--- src/rtl/pipe_op_receiver.sv ---
// Receive end of the pipeline-operation stream: token FIFO plus in-order stage checker.
// Optional macro PIPE_OP_TIMESTAMP_EN adds per-entry accept timestamps on deq_time.
module pipe_op_receiver #(
    parameter int unsigned DEPTH = 4,
    parameter int unsigned CNT_W = 16,
    parameter int unsigned TS_W  = 16
) (
    input  logic                       clk,
    input  logic                       rst_n,
    input  logic                       op_valid,
    input  logic [1:0]                 op_code,
    output logic                       op_ready,
    output logic                       deq_valid,
    output logic [1:0]                 deq_code,
    input  logic                       deq_ready,
    output logic [$clog2(DEPTH):0]     level,
    output logic [1:0]                 expect_code,
    output logic [CNT_W-1:0]           instr_count,
    output logic [CNT_W-1:0]           err_count,
    output logic                       seq_err,
    input  logic                       err_clr
`ifdef PIPE_OP_TIMESTAMP_EN
    ,
    output logic [TS_W-1:0]            deq_time
`endif
);

    localparam int unsigned PTR_W = $clog2(DEPTH);
    localparam int unsigned LVL_W = PTR_W + 1;

    typedef enum logic [1:0] {
        EXP_FETCH   = 2'd0,
        EXP_DECODE  = 2'd1,
        EXP_EXECUTE = 2'd2,
        EXP_STORE   = 2'd3
    } state_t;

    logic [1:0]       mem_q [DEPTH];
    logic [PTR_W-1:0] wr_ptr_q, wr_ptr_d;
    logic [PTR_W-1:0] rd_ptr_q, rd_ptr_d;
    logic [LVL_W-1:0] level_q, level_d;

    state_t           state_q, state_d;
    logic [CNT_W-1:0] instr_q, instr_d;
    logic [CNT_W-1:0] err_q, err_d;
    logic             seq_err_q, seq_err_d;

    logic push;
    logic pop;

    // Full blocks the push even when a pop happens in the same cycle.
    assign op_ready  = rst_n && (level_q != LVL_W'(DEPTH));
    assign deq_valid = (level_q != '0);
    assign push      = op_valid && op_ready;
    assign pop       = deq_valid && deq_ready;

    assign deq_code    = deq_valid ? mem_q[rd_ptr_q] : 2'b00;
    assign level       = level_q;
    assign expect_code = state_q;
    assign instr_count = instr_q;
    assign err_count   = err_q;
    assign seq_err     = seq_err_q;

    always_comb begin
        wr_ptr_d = wr_ptr_q;
        rd_ptr_d = rd_ptr_q;
        level_d  = level_q;
        if (push) begin
            wr_ptr_d = wr_ptr_q + PTR_W'(1);
        end
        if (pop) begin
            rd_ptr_d = rd_ptr_q + PTR_W'(1);
        end
        if (push && !pop) begin
            level_d = level_q + LVL_W'(1);
        end else if (pop && !push) begin
            level_d = level_q - LVL_W'(1);
        end
    end

    // Checker: only accepted tokens advance it; mismatches resync on FETCH.
    always_comb begin
        state_d   = state_q;
        instr_d   = instr_q;
        err_d     = err_q;
        seq_err_d = seq_err_q;
        if (err_clr) begin
            seq_err_d = 1'b0;
        end
        if (push) begin
            if (op_code == 2'(state_q)) begin
                case (state_q)
                    EXP_FETCH:   state_d = EXP_DECODE;
                    EXP_DECODE:  state_d = EXP_EXECUTE;
                    EXP_EXECUTE: state_d = EXP_STORE;
                    default: begin
                        state_d = EXP_FETCH;
                        if (instr_q != '1) begin
                            instr_d = instr_q + CNT_W'(1);
                        end
                    end
                endcase
            end else begin
                if (err_q != '1) begin
                    err_d = err_q + CNT_W'(1);
                end
                seq_err_d = 1'b1;
                state_d   = (op_code == 2'd0) ? EXP_DECODE : EXP_FETCH;
            end
        end
    end

    always_ff @(posedge clk) begin
        if (!rst_n) begin
            wr_ptr_q  <= '0;
            rd_ptr_q  <= '0;
            level_q   <= '0;
            state_q   <= EXP_FETCH;
            instr_q   <= '0;
            err_q     <= '0;
            seq_err_q <= 1'b0;
        end else begin
            wr_ptr_q  <= wr_ptr_d;
            rd_ptr_q  <= rd_ptr_d;
            level_q   <= level_d;
            state_q   <= state_d;
            instr_q   <= instr_d;
            err_q     <= err_d;
            seq_err_q <= seq_err_d;
        end
    end

    always_ff @(posedge clk) begin
        if (push) begin
            mem_q[wr_ptr_q] <= op_code;
        end
    end

`ifdef PIPE_OP_TIMESTAMP_EN
    logic [TS_W-1:0] ts_q;
    logic [TS_W-1:0] ts_mem_q [DEPTH];

    always_ff @(posedge clk) begin
        if (!rst_n) begin
            ts_q <= '0;
        end else begin
            ts_q <= ts_q + TS_W'(1);
        end
    end

    always_ff @(posedge clk) begin
        if (push) begin
            ts_mem_q[wr_ptr_q] <= ts_q;
        end
    end

    assign deq_time = deq_valid ? ts_mem_q[rd_ptr_q] : '0;
`endif

endmodule

--- config.mk ---
export PLATFORM = sky130hd
export DESIGN_NAME = pipe_op_receiver
export DESIGN_NICKNAME = d
export VERILOG_FILES = /design/src/rtl/pipe_op_receiver.sv
export SDC_FILE = /design/constraint.sdc
export NUM_CORES = 1
export LEC_CHECK = 0
export CAP_MARGIN = 20
export CORE_ASPECT_RATIO = 0.75
export CORE_MARGIN = 3
export CORE_UTILIZATION = 55
export CTS_CLUSTER_SIZE = 8
export DETAILED_ROUTE_END_ITERATION = 8
export HOLD_SLACK_MARGIN = 0.15
export PLACE_DENSITY = 0.84
export SYNTH_ARGS = -nofsm -noshare
export SYNTH_HDL_FRONTEND = slang
export SYNTH_SLANG_ARGS = --single-unit
--- constraint.sdc ---
create_clock -name clk -period 3.9 [get_ports clk]
set_input_delay 0.78 -clock clk [delete_from_list [all_inputs] [get_ports clk]]
set_output_delay 0.78 -clock clk [all_outputs]
set_load 0.03 [all_outputs]
=== Word-level counts from Yosys, hierarchy flattened ===
Memories as Yosys holds them, arrays and structs flattened. A register that Yosys moved wholly into a read port is not among the register bits.
Cells that the tools add are included.

* Memory bits (writable): 8
* Memory bits (read-only): 0
* Bits of input ports: 7
* Register bits: 42
* Latch bits: 0
* Output and inout bits: 42
* Memories kept: 1

* Div/mod/pow operators: 0
* Shifts and indexed selects: 0
* Order comparisons: 0
* Multiplexer cells: 13
* Reduce and logical (&&, ||, !) cells: 14
* Equal/unequal tests: 6
* Add/subtract/negate cells: 6
* Bitwise operators: 2
* Multipliers: 0

{| class="wikitable"
|+ Memory list
! memory !! depth !! bits a word !! rd ports !! clocked after Yosys merged registers in !! write ports !! line !! text
|-
| mem_q || 4 || 2 || 1 || 1 || 1 || 38 || <nowiki>logic [1:0] mem_q [DEPTH];</nowiki>
|}

{| class="wikitable"
|+ Operators by type and width
! cell !! count
|-
| adder 16 x 1 -> 16 bit, second input constant || 2
|-
| != test 16 bit, second input constant || 2
|-
| 2-to-1 mux 2 bit || 4
|-
| 2-to-1 mux 1 bit || 6
|-
| 2-to-1 mux 3 bit || 2
|-
| case mux 2 bit (3 select lines) || 1
|-
| logical AND 1 bit || 5
|-
| adder 2 x 1 -> 2 bit, second input constant || 2
|-
| logical NOT 2 bit || 2
|-
| AND reduction 4 bit || 1
|-
| adder 3 x 1 -> 3 bit, second input constant || 1
|-
| != test 3 bit, second input constant || 1
|-
| AND reduction 3 bit || 1
|-
| nonzero test 3 bit || 1
|-
| OR reduction 3 bit || 1
|-
| subtractor 3 x 1 -> 3 bit, second input constant || 1
|-
| equality test 2 x 1 -> 1 bit, second input constant || 1
|-
| equality test 2 bit || 1
|-
| equality test 2 bit, second input constant || 1
|-
| logical NOT 1 bit || 2
|-
| inverter 1 bit || 2
|-
| nonzero test 2 bit || 1
|}

=== Longest topological paths before layout ===
Gate-level depths: netlist of run 1.

* Depth after elaboration: 7
* Gate-level depth with buffers: 10
* Depth with buffers taken out: 9

=== Worst setup path before layout of run 1 ===
No wires, ideal clock.

* Path kind: input port to flip-flop
* From: input op_code[1]
* To: register instr_q[11], in the netlist instr_count[11]
* Arrival: 2.457 ns
* Setup slack: 1.374 ns
* Data required time: 3.830 ns
* Setup time: 0.070 ns
* Cell stages on the path: 6
* Cell sequence: xor2_1 > or3b_4 > or3_1 > buf_2 > or4_1 > a21oi_1

* Cells in the longest elaborated chain, start to end: 2

{| class="wikitable"
|+ RTL lines
! what !! line !! text
|-
| from (decl) || 11 || <nowiki>input logic [1:0] op_code,</nowiki>
|-
| equality test 2 bit || 91 || <nowiki>if (op_code == 2'(state_q)) begin</nowiki>
|-
| AND reduction 4 bit (no source line) || - ||
|-
| to (signal assigned) || 127 || <nowiki>instr_q <= instr_d;</nowiki>
|-
| to (decl) || 44 || <nowiki>logic [CNT_W-1:0] instr_q, instr_d;</nowiki>
|}

No other way between the ends.
A chain may end at the register's enable or synchronous reset.

=== Final worst setup path of run 1 ===
* From: input rst_n
* To: output op_ready

* Cells in the longest elaborated chain, start to end: 1

{| class="wikitable"
|+ RTL lines
! what !! line !! text
|-
| from (decl) || 9 || <nowiki>input logic rst_n,</nowiki>
|-
| logical AND 1 bit || 52 || <nowiki>assign op_ready = rst_n && (level_q != LVL_W'(DEPTH));</nowiki>
|-
| to (decl) || 12 || <nowiki>output logic op_ready,</nowiki>
|}

No other way between the ends.

==> results of run 1 <==
==> cell usage in the layout (no fill, tap or decap), types with 2 or more instances in the layout <==
cell | netlist | final
nand2_1 | 31 | 31
nor2_1 | 20 | 20
mux2i_1 | 9 | 9
nand3_1 | 11 | 11
mux4_2 | 2 | 2
nor4_1 | 10 | 10
or3_2 | 4 | 4
xnor2_1 | 9 | 9
and3_1 | 5 | 5
o31ai_1 | 5 | 5
nand4_1 | 12 | 12
clkbuf_8 | 0 | 5
nor3_1 | 5 | 5
or4_1 | 3 | 3
or3_1 | 4 | 4
buf_4 | 0 | 3
a21oi_1 | 14 | 14
and2_1 | 3 | 3
inv_1 | 10 | 10
ha_1 | 10 | 10
nor4b_1 | 2 | 2
clkdlybuf4s50_1 | 0 | 48
xor2_1 | 6 | 6
clkinv_1 | 1 | 2
o21ai_0 | 9 | 9
edfxtp_1 | 8 | 8
dfxtp_1 | 44 | 44
nand2b_1 | 4 | 4
and4_1 | 4 | 4
==> worst reg2reg max path, stage by stage (launching register included) <==
cell     delay, ns
dfxtp_1       0.45
xor2_1        0.16
or3b_4        0.44
or3_1         0.60
or4_1         0.59
a21oi_1       0.15
==> state kept, by name, indices dropped and copies added, names as in the netlist, named ones only <==
signal       cells
level            3
instr_count     16
wr_ptr_q         2
expect_code      2
rd_ptr_q         2
err_count       16
seq_err          1
mem_q            8
==> metrics by stage <==
stage | utilization | total power [mW]
after CTS | 0.742 | 1.34
after global routing | 0.742 | 1.40
after detailed placement | 0.722 | 1.04
final | 0.742 | 1.33
after global placement | 0.722 | 1.03
after floorplan | - | 0.903
==> logic make-up (layout without fill, tap and decap cells) <==
family | count (synthesis) | after routing | synth area share
xor gates and xnor gates | 15 | 15 | 0.0516
muxes | 11 | 11 | 0.0531
buffers and inverters | 19 | 70 | 0.0344
AOI/OAI and AO/OA | 39 | 39 | 0.0963
and+or+nand+nor | 125 | 125 | 0.267
DFF | 52 | 52 | 0.440
adders and majority gates | 11 | 11 | 0.0570
==> cell type report <==
type                       count  area [um^2]
multi-input combinational    201         1340
sequential                    52         1120
fill                         325         1100
timing repair buffer          51          503
clock buffer                   6         72.6
tap                           55         68.8
inverter                      11         41.3
clock inverter                 2         11.3
==> worst max path at each step <==
stage / start / to / slack [ns] / cells after the start
2_1_floorplan: op_code[1] / instr_count[11] / 1.37 / 6
3_3_place_gp: op_code[1] / instr_count[9] / 0.62 / 6
3_5_place_dp: op_code[1] / instr_count[11] / 0.53 / 6
4_1_cts: rst_n / op_ready / 0.77 / 4
5_1_grt: op_code[1] / instr_count[9] / 0.72 / 6
6_report: rst_n / op_ready / 0.77 / 4
==> power groups by stage <==
stage	Combinational (mW)	Sequential, mW	Clock (mW)
2_1_floorplan	0.234	0.670	0
3_3_place_gp	0.395	0.635	0
3_5_place_dp	0.403	0.637	0
4_1_cts	0.406	0.625	0.306
5_1_grt	0.436	0.634	0.328
6_report	0.402	0.624	0.305
==> per-layer routing <==
layer / global-route usage / part of all wire / vias to the layer above
met4: 0.0771 / 0.015 / 0
met2: 0.346 / 0.44 / 70
met1: 0.314 / 0.48 / 1013
met5: 0 / 0 / -
li1: - / - / 1096
met3: 0.0470 / 0.057 / 8
==> impl_metrics.yaml, run 1 <==
power:
  p_leak_nw: 1.08
  p_sw_mw: 0.448
  irDropWorstVdd_mv: 0.389
  combPwrFrac: 0.302
  p_int_mw: 0.883
  p_clk_frac: 0.229
  p_sw_frac: 0.336
  seqPwrFrac: 0.469
  power_density_nw_per_um2: 422
routing:
  route.detailed.drc: 0
  vias: 2187
  routedWlPerCell_um: 15.6
  viasPerCell: 5.79
  wl_um: 5910
  drt_first_pass_iters: 4
  ant_nets: 0
  drtIter0Drc: 123
yosys:
  avgSynthCellArea_um2: 9.36
  yosys.area.top_type: "dfxtp_1"
  synth-seq-cells: 52
  ys_seq_area_frac: 0.440
  yosysMostFrequentCell: "dfxtp_1"
  synthesis.area_um2: 2550
  netlist_instances: 272
  synthFlopType: "dfxtp_1"
  ys_warn_count: 0
  synth.distinct_cells: 48
  async_flop_share: 0
  syn_nets: 290
  ys_top_cells_by_area: "dfxtp_1 (35%), edfxtp_1 (9.4%), ha_1 (4.9%)"
  synth-edff-count: 8
  synth_top_cell_area_share: 0.346
  synth_commonest_cells: "dfxtp_1 (44), nand2_1 (31), nor2_1 (20)"
clock_network:
  cts_tree: "built"
  cts.repair.resized: 0
  clockBufferDepth: 2
  holdBufCountCts: 0
  cts_root_buf: "clkbuf_8"
  post_cts_buffers: 0
  htreeDepth: 2
  path_clk_slew_ns: 0.10
  clock_latency_ns: 0.31
  cts.sinks: 52
  cts-buffers-inserted: 5
finish:
  diodes: 0
  final_cell_area_um2: 3160
  nets: 340
  drive_gt1_frac: 0.0619
  final_cells: 378
  syn_to_final_growth_pct: 23.9
timing:
  fin_crit_sh: 0.803
  whs_ns: 0.481
  finalHoldViolCount: 0
  slew_headroom: 0.518
  worst_slack_ns: 0.769
  slew_viol_final: 0
  tns_ns: 0
  setup_viol: 0
  fin_worst_skew_ns: 0.0132
  fin_crit_ns: 3.13
  rsz0062_at_grt: "false"
  tightestPinTransition_ns: 0.720
  max_freq_mhz: 319
setup_path:
  rrSetupSlack_ns: 1.46
  rr_startpoint: "expect_code[1]"
  r2r_end: "instr_count[11]"
  cp_top_family: "buffers and inverters"
  cp-start-kind: "input pin"
  crit_chain: "clkdlybuf4s50_1, buf_4, and2_1, clkdlybuf4s50_1"
  r2r.worst_path.cells: 5
  critPathMaxStageDelay_ns: 0.67
  critPathMaxFanout: 16
  critPathSlowestCell: "clkdlybuf4s50_1"
  crit_top_cell: "clkdlybuf4s50_1"
  path_buf_inv: 3
  crit_type: "in2out"
  end_kind: "primary output"
  worst_ep_required_time_ns: 3.12
  arrival_ns: 2.35
placement:
  dp.cells: 370
  dp_slack_ns: 0.527
  gp_congestion: 0.804
  port_buffers: 48
  hpwl_um: 4160
  post_dp_cell_area_um2: 3070
global_routing:
  grt_max_degree: 35
  grt_pass1_wl_um: 9820
  overflow: 0
  grt_pass1_vias: 2065
  grtUsageTotal: 0.225
  grt_antenna_before_repair: 0
floorplan:
  start_util: 0.599
  die_height_um: 64.9
  die_area_um2: 5490
  rows: 20
  ios: 49
  coreArea_um2: 4250
  die_w_um: 84.6
run_status:
  status: "complete, no violations"
flow_run:
  drv_cap: 0
hold_path:
  whs_endpoint: "seq_err"
  min_from: "seq_err"
  hold_depth: 2
  hp-class: "reg2reg"
(Power assumes the default switching activity.)
==> run 2, diff against run 1 <==
--- a/config.mk
+++ b/config.mk
@@ -8,11 +8,11 @@
 export CAP_MARGIN = 20
 export CORE_ASPECT_RATIO = 0.75
 export CORE_MARGIN = 3
-export CORE_UTILIZATION = 55
+export CORE_UTILIZATION = 52
 export CTS_CLUSTER_SIZE = 8
 export DETAILED_ROUTE_END_ITERATION = 8
 export HOLD_SLACK_MARGIN = 0.15
-export PLACE_DENSITY = 0.84
+export PLACE_DENSITY = 0.8
 export SYNTH_ARGS = -nofsm -noshare
 export SYNTH_HDL_FRONTEND = slang
 export SYNTH_SLANG_ARGS = --single-unit
==> constraint.sdc (replaced) <==
create_clock -name clk -period 3.08 [get_ports clk]
set_input_delay 0.616 -clock clk [delete_from_list [all_inputs] [get_ports clk]]
set_output_delay 0.616 -clock clk [all_outputs]
set_load 0.03 [all_outputs]
==> run 2 against run 1 <==
Die area increased by 5.3%. Combinational power increased by 30%. Sequential power increased by 27%. Clock power increased by 40%. Wire length decreased by 3.1%. Final area increased by 2.8%. Global-route usage decreased by 0.91 points. Largest power group unchanged. Power increased by 31%. Final cell count increased by 2.9%. Clock skew decreased by 0.0071 ns. Critical path depth increased by 3. Sequential cell count unchanged.
==> impl_metrics.yaml, run 2 (synthesis results as in run 1) <==
run_status:
  status: "complete, no violations"
routing:
  routedWlPerCell_um: 14.7
  route.detailed.drc: 0
  vias: 2253
  viasPerCell: 5.79
  ant_nets: 0
  drt_first_pass_iters: 4
  wl_um: 5730
  drtIter0Drc: 98
global_routing:
  grt_antenna_before_repair: 0
  grt_use_met2: 0.348
  top_usage_layer: "met2"
  grt_max_degree: 16
  overflow: 0
  grtUsageTotal: 0.216
  grt_pass1_wl_um: 9920
  use_met1: 0.288
  met3_usage: 0.0507
  grt_pass1_vias: 2183
floorplan:
  die_height_um: 66.6
  die_area_um2: 5780
  ios: 49
  die_w_um: 86.8
  rows: 21
  start_util: 0.554
  coreArea_um2: 4600
power:
  seqPwrFrac: 0.456
  p_leak_nw: 1.14
  p_int_mw: 1.18
  irDropWorstVdd_mv: 0.475
  power_density_nw_per_um2: 537
  combPwrFrac: 0.299
  p_sw_frac: 0.325
  p_sw_mw: 0.566
  p_clk_frac: 0.244
timing:
  tightestPinTransition_ns: 0.749
  slew_viol_final: 0
  fin_crit_ns: 2.67
  fin_worst_skew_ns: 0.00617
  max_freq_mhz: 375
  tns_ns: 0
  setup_viol: 0
  finalHoldViolCount: 0
  slew_headroom: 0.499
  rsz0062_at_grt: "false"
  fin_crit_sh: 0.866
  whs_ns: 0.486
hold_path:
  hp-class: "reg2reg"
  min_from: "seq_err"
  whs_endpoint: "seq_err"
  hold_depth: 2
clock_network:
  holdBufCountCts: 0
  cts.repair.resized: 0
  post_cts_buffers: 0
  clock_latency_ns: 0.30
  clockBufferDepth: 2
  cts_tree: "built"
  htreeDepth: 2
  path_clk_slew_ns: 0.09
  cts-buffers-inserted: 5
  cts_root_buf: "clkbuf_8"
  cts.sinks: 52
flow_run:
  drv_cap: 0
placement:
  hpwl_um: 4270
  port_buffers: 48
  gp_congestion: 0.799
setup_path:
  end_kind: "register"
  cp-start-kind: "input pin"
  rrSetupSlack_ns: 0.75
  crit_type: "in2reg"
  r2r_end: "level[2]"
  rr_startpoint: "level[0]"
  critPathMaxFanout: 6
  r2r.worst_path.cells: 8
  worst_ep_required_time_ns: 3.32
  arrival_ns: 2.91
finish:
  drive_gt1_frac: 0.0904
  syn_to_final_growth_pct: 27.4
  final_cell_mix: "clkdlybuf4s50_1 (48), dfxtp_1 (44), nand2_1 (31)"
  diodes: 0
  nets: 349
  final_common_cell: "clkdlybuf4s50_1"
  fin_util: 0.706
  nFillCells: 360
run 2: worst max-delay path by stage:
| stage | start | endpoint | depth (start not counted) |
|---|---|---|---|
| after detailed placement | op_code[1] | instr_count[11] | 7 |
| after global routing | op_code[1] | instr_count[7] | 7 |
| after global placement | op_code[1] | instr_count[11] | 7 |
| after CTS | level[2] | op_ready | 3 |
| final | op_code[1] | instr_count[11] | 7 |
| after floorplan | level[0] | level[2] | 9 |
run 2: final cells by class:
cell class / instances / area [um^2] / share of cell area
clock inverter: 1 / 5.00 / 0.00154
clock buffer: 7 / 97.6 / 0.0301
sequential: 52 / 1120 / 0.346
timing repair buffer: 60 / 571 / 0.176
tap: 57 / 71.3 / 0.0220
multi-input combinational: 201 / 1340 / 0.412
inverter: 11 / 41.3 / 0.0127
run 2: power by group through the flow:
stage               registers (mW)  logic (mW)  clock network (mW)
floorplan                    0.848       0.296                   0
global placement             0.806       0.501                   0
detailed placement           0.812       0.516                   0
CTS                          0.796       0.526               0.439
global route                 0.803       0.575               0.468
finish                       0.795       0.522               0.426
run 2: routing by layer:
layer / wire (um) / vias to the layer above
met3: 337 / 10
met2: 2690 / 71
li1: - / 1115
met5: 0 / -
met4: 74 / 0
met1: 2620 / 1057
run 2: per-stage QoR:
stage / total power [mW] / setup WS, ns / area, um^2 / cells
6_report: 1.74 / 0.414 / 3240 / 389
5_1_grt: 1.85 / 0.316 / 3240 / 389
3_5_place_dp: 1.33 / 0.0999 / 3140 / 381
4_1_cts: 1.76 / 0.396 / 3240 / 389
2_1_floorplan: 1.14 / 0.596 / 2550 / 272
3_3_place_gp: 1.31 / 0.121 / 3140 / 381
run 2: worst max-delay path, stage by stage:
cell and delay (ns):
clkdlybuf4s50_1 0.50, xor2_1 0.20, or3b_4 0.42, or3_1 0.37, buf_4 0.16, or4_1 0.49, a21oi_1 0.14
==> run 3, diff against run 2 <==
==> constraint.sdc (replaced) <==
create_clock -name clk -period 3.08 [get_ports clk]
set_input_delay 0.616 -clock clk [delete_from_list [all_inputs] [get_ports clk]]
set_output_delay 0.616 -clock clk [all_outputs]
set_load 0.01 [all_outputs]
==> run 3 against run 2 <==
Final area fell by 0.27%. Clock power is 11% higher. Power fell by 3.0%. Clock skew fell by 0.0011 ns. First-iteration DRC count up 45%. Maximum frequency shrank 5.0%. Combinational power shrank 19%. Utilization down 0.19 points. Critical path depth down 1. Critical endpoint is now instr_count[9].
==> impl_metrics.yaml, run 3 (synthesis results as in run 1) <==
floorplan:
  die_height_um: 66.6
  die_area_um2: 5780
  ios: 49
  coreArea_um2: 4600
  start_util: 0.554
  rows: 21
  die_w_um: 86.8
routing:
  vias: 2231
  drtIter0Drc: 142
  wl_um: 5770
  ant_nets: 0
  drt_first_pass_iters: 5
  viasPerCell: 5.78
  route.detailed.drc: 0
  routedWlPerCell_um: 15.0
setup_path:
  worst_ep_required_time_ns: 3.32
  arrival_ns: 3.05
  critPathMaxStageDelay_ns: 0.57
  path_buf_inv: 1
  crit_chain: "clkdlybuf4s50_1, xor2_1, or3b_4, or3_1, or4_1, a21oi_1"
  critPathSlowestCell: "or3_1"
  crit_type: "in2reg"
  cp-start-kind: "input pin"
  cp_top_family: "simple AND/OR/NAND/NOR gates"
  end_kind: "register"
  critPathMaxFanout: 17
global_routing:
  grt_antenna_before_repair: 0
  grt_pass1_wl_um: 9920
  grt_max_degree: 18
  grt_pass1_vias: 2131
  grtUsageTotal: 0.214
  overflow: 0
timing:
  finalHoldViolCount: 0
  tns_ns: 0
  setup_viol: 0
  fin_crit_ns: 2.81
  fin_crit_sh: 0.912
  slew_viol_final: 0
  fin_worst_skew_ns: 0.00505
  slew_headroom: 0.509
  tightestPinTransition_ns: 0.733
  max_freq_mhz: 356
  rsz0062_at_grt: "false"
finish:
  drive_gt1_frac: 0.0851
  syn_to_final_growth_pct: 27.1
  final_cell_mix: "clkdlybuf4s50_1 (48), dfxtp_1 (44), nand2_1 (31)"
  diodes: 0
  multiInputGateArea_um2: 1340
  final_common_cell: "clkdlybuf4s50_1"
  seqCellArea_um2: 1120
  fin_util: 0.704
  nets: 346
  final_cell_area_um2: 3240
  nFillCells: 352
clock_network:
  cts_tree: "built"
  cts.repair.resized: 0
  cts_root_buf: "clkbuf_8"
  cts-buffers-inserted: 5
  cts.sinks: 52
  clock_latency_ns: 0.30
  holdBufCountCts: 0
  htreeDepth: 2
  path_clk_slew_ns: 0.09
  post_cts_buffers: 0
  clockBufferDepth: 2
placement:
  port_buffers: 48
  hpwl_um: 4340
  gp_congestion: 0.802
  post_dp_cell_area_um2: 3120
power:
  p_clk_frac: 0.279
  p_int_mw: 1.21
  irDropWorstVdd_mv: 0.518
  power_density_nw_per_um2: 522
  seqPwrFrac: 0.469
  p_sw_frac: 0.284
  p_leak_nw: 1.13
  combPwrFrac: 0.251
  fin_total_pwr_mw: 1.69
  p_sw_mw: 0.481
flow_run:
  drv_cap: 0
hold_path:
  hp-class: "reg2reg"
run_status:
  status: "complete, no violations"
-- run 3: layout make-up --
class	count	area share
clock buffer	5	0.0213
clock inverter	3	0.0147
inverter	11	0.0128
multi-input combinational	201	0.413
sequential	52	0.346
tap	57	0.0220
timing repair buffer	57	0.169
-- run 3: path summary, 6_finish.rpt --
check,from,to,slack (ns),cells past startpoint
worst min register to register,seq_err,seq_err,0.48,2
worst max-delay path,op_code[1],instr_count[9],0.27,6
worst min-delay path,seq_err,seq_err,0.48,2
worst max register to register,expect_code[1],instr_count[9],0.67,5
-- run 3: tightest hold or removal path: cells and delay by family (launching register included) --
kind,cells,cell delay (ns)
AOI/OAI and AO/OA,1,0.06
DFF,1,0.32
and+or+nand+nor,1,0.06
-- run 3: power groups by stage --
stage | registers, mW | clock network [mW] | logic [mW]
final | 0.793 | 0.472 | 0.425
after global routing | 0.801 | 0.512 | 0.470
after CTS | 0.794 | 0.481 | 0.430
after detailed placement | 0.809 | 0 | 0.428
after global placement | 0.805 | 0 | 0.410
after floorplan | 0.810 | 0 | 0.245
-- run 3: stage by stage --
step                hold WS [ns]  setup WS [ns]  cells
floorplan                  0.466          0.727    272
global placement           0.462         0.0477    378
detailed placement         0.463        -0.0225    378
CTS                        0.479          0.285    386
global route               0.494          0.155    386
finish                     0.479          0.272    386
-- run 3: routing by layer --
| layer | GRT usage | vias up | wire [um] |
|---|---|---|---|
| met2 | 0.341 | 77 | 2660 |
| met5 | 0 | - | 0 |
| met3 | 0.0358 | 6 | 314 |
| met4 | 0.0525 | 0 | 54 |
| met1 | 0.302 | 1047 | 2750 |
| li1 | - | 1101 | - |
